**src/rtl/polynomial_collector.sv**
```systemverilog
// Collects N coefficients from the upstream adder into a buffer. The buffer is
// then frozen for random-access reads until the consumer releases it.
module polynomial_collector #(
  parameter int q    = 17,
  parameter int N    = 8,
  parameter int logq = 5,
  parameter int logN = 3
) (
  input  logic            clk,
  input  logic            reset,
  input  logic            in_valid_i,
  input  logic [logq-1:0] in_data_i,
  output logic            in_ready_o,
  output logic            full_o,
  output logic [logN:0]   count_o,
  input  logic [logN-1:0] rd_addr_i,
  output logic [logq-1:0] rd_data_o,
  input  logic            release_i,
  output logic            range_err_o
);

  typedef enum logic {COLLECT, FULL} state_e;

  localparam logic [logq:0] QLimit    = (logq+1)'(q);
  localparam logic [logN:0] LastCount = (logN+1)'(N-1);

  state_e          state_q, state_d;
  logic [logN:0]   count_q, count_d;
  logic [logN-1:0] wr_ptr_q, wr_ptr_d;
  logic            range_err_q, range_err_d;
  logic            accept;
  logic [logq-1:0] buf_q [N];

  always_comb begin
    state_d     = state_q;
    count_d     = count_q;
    wr_ptr_d    = wr_ptr_q;
    range_err_d = range_err_q;
    in_ready_o  = (state_q == COLLECT);
    full_o      = (state_q == FULL);
    accept      = 1'b0;
    case (state_q)
      COLLECT: begin
        if (in_valid_i) begin
          accept   = 1'b1;
          count_d  = count_q + (logN+1)'(1);
          // wr_ptr is logN bits wide, so it wraps to 0 on the Nth accept
          wr_ptr_d = wr_ptr_q + logN'(1);
          if ({1'b0, in_data_i} >= QLimit) range_err_d = 1'b1;
          if (count_q == LastCount) state_d = FULL;
        end
      end
      FULL: begin
        if (release_i) begin
          state_d  = COLLECT;
          count_d  = '0;
          wr_ptr_d = '0;
        end
      end
      default: state_d = COLLECT;
    endcase
  end

  always_ff @(posedge clk or posedge reset) begin
    if (reset) begin
      state_q     <= COLLECT;
      count_q     <= '0;
      wr_ptr_q    <= '0;
      range_err_q <= 1'b0;
    end else begin
      state_q     <= state_d;
      count_q     <= count_d;
      wr_ptr_q    <= wr_ptr_d;
      range_err_q <= range_err_d;
    end
  end

  // Release only rewinds the pointer; stale entries survive until rewritten
  always_ff @(posedge clk or posedge reset) begin
    if (reset) begin
      for (int i = 0; i < N; i++) buf_q[i] <= '0;
    end else if (accept) begin
      buf_q[wr_ptr_q] <= in_data_i;
    end
  end

  assign count_o     = count_q;
  assign range_err_o = range_err_q;
  assign rd_data_o   = buf_q[rd_addr_i];

endmodule

```
**config.mk**
```make
export PLATFORM = sky130hd
export DESIGN_NAME = polynomial_collector
export DESIGN_NICKNAME = d
export VERILOG_FILES = /design/src/rtl/polynomial_collector.sv
export SDC_FILE = /design/constraint.sdc
export NUM_CORES = 1
export LEC_CHECK = 0
export CAP_MARGIN = 20
export CORE_ASPECT_RATIO = 2
export CORE_MARGIN = 3
export CORE_UTILIZATION = 55
export DETAILED_ROUTE_END_ITERATION = 7
export PLACE_DENSITY = 0.77
export SYNTH_ARGS = -nofsm -noshare
export SYNTH_HDL_FRONTEND = slang
export SYNTH_SLANG_ARGS = --single-unit
```
**constraint.sdc**
```tcl
create_clock -name clk -period 1.9 [get_ports clk]
set_input_delay 0.285 -clock clk [delete_from_list [all_inputs] [get_ports clk]]
set_output_delay 0.285 -clock clk [all_outputs]
set_load 0.05 [all_outputs]
```
## Yosys cells after proc, flatten, opt, wreduce, memory -nomap -nowiden

Index checks and enable logic that the tools add are counted.

| word-level totals | value |
|---|---|
| output and inout bits | 12 |
| input port bits | 12 |
| logic and storage cells | 45 |
| register bits after elaboration | 49 |

| operators by class | value |
|---|---|
| reduce and logical (&&, ||, !) cells | 3 |
| eq/ne operators | 3 |
| bitwise gates (word level) | 3 |
| $lt $le $gt $ge | 4 |
| add/sub/neg operators | 2 |
| muxes and demuxes | 18 |

Operators with widths:

| cell | number |
|---|---|
| bitwise mux 40 bit | 1 |
| binary-select mux 5 bit (select 3 bit) | 1 |
| demux 5 bit (select 3 bit) | 1 |
| 2-to-1 mux 5 bit | 3 |
| >= comparator 4 bit (second input constant) | 2 |
| 2-to-1 mux 4 bit | 2 |
| NOT 3 -> 4 bit | 2 |
| one-hot mux 4 bit (2 select lines) | 1 |
| 2-to-1 mux 3 bit | 2 |
| one-hot mux 3 bit (2 select lines) | 1 |
| >= comparator 5 bit (second input constant) | 1 |
| 2-to-1 mux 1 bit | 5 |
| adder 4 x 1 -> 4 bit (second input constant) | 1 |
| == test 4 x 3 -> 1 bit (second input constant) | 1 |
| < comparator 4 x 1 -> 1 bit (second input constant) | 1 |
| != test 2 bit (second input constant) | 2 |
| adder 3 x 1 -> 3 bit (second input constant) | 1 |
| AND reduction 3 bit | 1 |
| one-hot mux 1 bit (2 select lines) | 1 |
| AND reduction 2 bit | 1 |
| logical AND 1 bit | 1 |
| NOT 1 bit | 1 |

## Logic depth before layout (Yosys ltp)

| depth | value |
|---|---|
| depth after elaboration | 6 |
| gate-level depth with buffers | 4 |
| gate-level depth less buffers | 4 |

## Least setup slack after synthesis

OpenSTA, ideal clock, no wires.

| timing | value |
|---|---|
| kind | register to register |
| start | register state_q (netlist: full_o) |
| end | register buf_q[5] (netlist name) |
| path buffers | 1 |
| setup time | 0.125 ns |
| arrival time | 1.564 ns |
| stages on the path, launching flop included | 5 |
| clock period less this slack | 1.690 ns |
| path slack | 0.210 ns |
| path through | dfrtp_1 nor3b_4 and3_1 buf_6 mux2_4 |

| on the way | value |
|---|---|
| word-level cells in the longest chain between the ends | 1 |

RTL lines:

| element | line | text |
|---|---|---|
| start: declaration | 27 | `state_e state_q, state_d;` |
| start signal: assignment | 71 | `state_q <= state_d;` |
| 2-to-1 mux 1 bit | 42 | `case (state_q)` |
| end signal: indexed assignment | 83 | `buf_q[wr_ptr_q] <= in_data_i;` |
| end: declaration | 32 | `logic [logq-1:0] buf_q [N];` |

Every way passes these cells.
A chain may end at the register's enable or synchronous reset.

## Final worst setup path

| timing | value |
|---|---|
| start | register buf_q[31] (netlist name) |
| end | output rd_data_o[1] |

| on the way | value |
|---|---|
| word-level cells in the longest chain between the ends | 3 |

RTL lines:

| element | line | text |
|---|---|---|
| binary-select mux 5 bit (select 3 bit) | 89 | `assign rd_data_o = buf_q[rd_addr_i];` |
| 2-to-1 mux 5 bit (not written as such) (2 in series) | 89 |  |
| end: declaration | 17 | `output logic [logq-1:0] rd_data_o,` |

Every way passes these cells. The select of a mux whose other input is x is not followed.

==> results.cfg <==
[synth]
synth.yosys.seq_area_share_pct = 51.15
synth-edff-count = 0
synthArstFlopShare_pct = 100.0
synthDominantCellAreaShare_pct = 51.15
avgSynthCellArea_sq_um = 15.67
synth_nets = 167
synth_ff_type = dfrtp_1
yosysUniqueCellTypes = 34
synth_top_cells_by_area = dfrtp_1, mux2_2, mux4_1
synthCells = 153
ys_ff_latch = 49
synth_area_sq_um = 2397
synth_warnings = 0
synth_area_leader_cell = dfrtp_1

[clocking]
path_clk_slew_ps = 90
cts_root_buffer = clkbuf_8
cts_buffers = 5
cts_tree = yes
clk_latency_ps = 300
htreeDepth = 2
cts.sinks = 49
cts_max_path_buffers = 2

[setup_path]
r2r_slack_ps = 330
crit_path_end = rd_data_o[1]
r2r_cells = 4
r2r-start = full_o$_DFF_PP0_
required_ps = 1620
path_class = reg -> out
cp.arrival_ps = 1610
cp-startpoint = buf_q[31]$_DFFE_PP0P_
cp-start-kind = flip-flop
end_kind = primary output
worstPathMaxFanout = 2
r2r_end = buf_q[22]$_DFFE_PP0P_

[placement]
gp_congestion = 0.7740
portBuffers = 23
dp_cells = 243
place_area_sq_um = 2813
pre_cts_ws_ps = -363.8
dpl.hpwl_microns = 3620

[grt]
grt.overflow.total = 0
antenna_found_initial = 0
grt_use_met1_pct = 27.14
grt_pass1_wl_microns = 8611
grt_util_all_layers_pct = 23.03
grt_max_degree = 50
first_global_vias = 1663
grt_util_met2_pct = 39.85
busiest_layer = met2
use_met3_pct = 3.898

[floorplan]
num_rows = 33
start_util_pct = 57.49
core-area_sq_um = 4170
die_area_sq_um = 5235
die_x_microns = 52.69
die_y_microns = 99.37
pin_count = 24

[timing]
fin_ws_ps = 1.247
worst_pin_slew_ps = 515.6
final_hold_viol_count = 0
period_share_pct = 99.93
setup_violations = 0
fin_tns_setup_ps = 0
layout_min_cycle_time_ps = 1899
rsz0062_at_grt = true
fin_skew_ps = 8.107
slew_violations = 0
relSlewSlack_pct = 65.52
fmax_mhz = 526.7

[finish]
final_cells = 254
diodes = 0
fin_nets = 216
drive_gt1_share_pct = 51.49
multi_input_area_sq_um = 1096
final_area_sq_um = 2953
regArea_sq_um = 1226
fillers = 278
area_growth_pct = 23.17
fin_util_pct = 70.81

[pwr]
power_density_nw_per_um2 = 1581
internal_power_uw = 2992
power_switching_uw = 1677
swShare_pct = 35.92
ir_drop_v = 0.001071
comb_power_share_pct = 45.1
clock_power_share_pct = 13.2
p_seq_share_pct = 41.7
p_leak_uw = 0.001308

[route]
ant_nets = 0
drt_wl_total_microns = 5224
vias = 1487
drt-initial-drc-count = 23
vias_per_cell = 5.854
dr.pass1.iters = 4
wl_per_cell_microns = 20.57
post-route-drc-count = 0

[run_status]
outcome = finished clean

[run]
maxCapViolations = 0

[hold_path]
hold_class = in -> async
## worst max-delay path, cell delays in order, from the launching register on
cell,delay [ps]
dfrtp_1,390
mux4_1,490
mux2_2,280
buf_6,150
## placed cells by master (no fill, tap or decap), types with 3 or more instances in the layout
| master | Yosys | final |
|---|---|---|
| mux2_4 | 5 | 8 |
| buf_6 | 3 | 3 |
| buf_4 | 1 | 24 |
| clkdlybuf4s50_1 | 0 | 11 |
| clkbuf_8 | 0 | 6 |
| mux4_2 | 0 | 9 |
| dfrtp_1 | 49 | 49 |
| buf_12 | 0 | 3 |
| mux2_2 | 40 | 37 |
| nand2_1 | 6 | 6 |
| o21ai_0 | 6 | 6 |
| nor3b_4 | 3 | 3 |
## flip-flops by register name, summed over array words and instances (netlist names)
signal / cells
buf_q: 40
count_o: 4
wr_ptr_q: 3
full_o: 1
range_err_o: 1
## power by group through the flow
stage / Sequential [uW] / Clock, uW / Combinational [uW]
4_1_cts: 1930 / 631 / 2080
2_1_floorplan: 1970 / 0 / 1310
3_5_place_dp: 1930 / 0 / 1950
5_1_grt: 2000 / 679 / 2260
3_3_place_gp: 1890 / 0 / 1880
6_report: 1950 / 617 / 2110
## through the flow
step                hold slack, ps  power [uW]
CTS                          333.5        4646
detailed placement           459.0        3886
global route                 343.7        4944
finish                       326.2        4669
global placement             462.3        3766
floorplan                    393.6        3274
## repair_timing
action                                  in CTS  in global routing
hold buffers                                 0                  0
pin swaps                                    0                  0
cloned                                       1                  0
endpoints found under the hold margin        0                  0
endpoints found under the setup margin       5                  6
buffers inserted                             1                  2
resized for setup                           21                  5
## Yosys cell counts (2+ instances only)
cell type	number
o31ai_1	2
nand3b_2	2
nor3b_4	3
o21ai_0	6
nand3_1	2
ha_1	2
nand2_1	6
buf_6	3
dfrtp_1	49
mux2_4	5
inv_1	2
mux4_1	10
mux2_2	40
## final cells by class
type	instances	area share (%)
clock buffers	6	2.797
flip-flops and latches	49	41.53
inverters	2	0.2542
multi-input cells	97	37.12
clock inverters	1	0.2542
repair buffers	47	15.85
well taps	52	2.203
## routing by layer
metal,wire [microns],vias up
met5,0,-
met4,113,0
met3,146,11
met2,2954,29
met1,2010,775
li1,-,672
## cell families after synthesis
group,count (synthesis),synth area share [%]
AOI/OAI and AO/OA,14,3.758
xor gates and xnor gates,2,0.7308
adders and majority gates,2,1.044
buffers and inverters,7,2.192
DFF,49,51.15
muxes,56,33.30
and+or+nand+nor,23,7.830
## how the worst min path moves through the flow
stage	from	endpoint	slack [ps]
floorplan	release_i	count_o[0]$_DFFE_PP0P_	390
global placement	range_err_o$_DFFE_PP0P_	range_err_o$_DFFE_PP0P_	460
detailed placement	range_err_o$_DFFE_PP0P_	range_err_o$_DFFE_PP0P_	460
CTS	reset	buf_q[9]$_DFFE_PP0P_	330
global route	reset	buf_q[23]$_DFFE_PP0P_	340
finish	reset	buf_q[28]$_DFFE_PP0P_	330
Power figures use the tool's default switching activity.
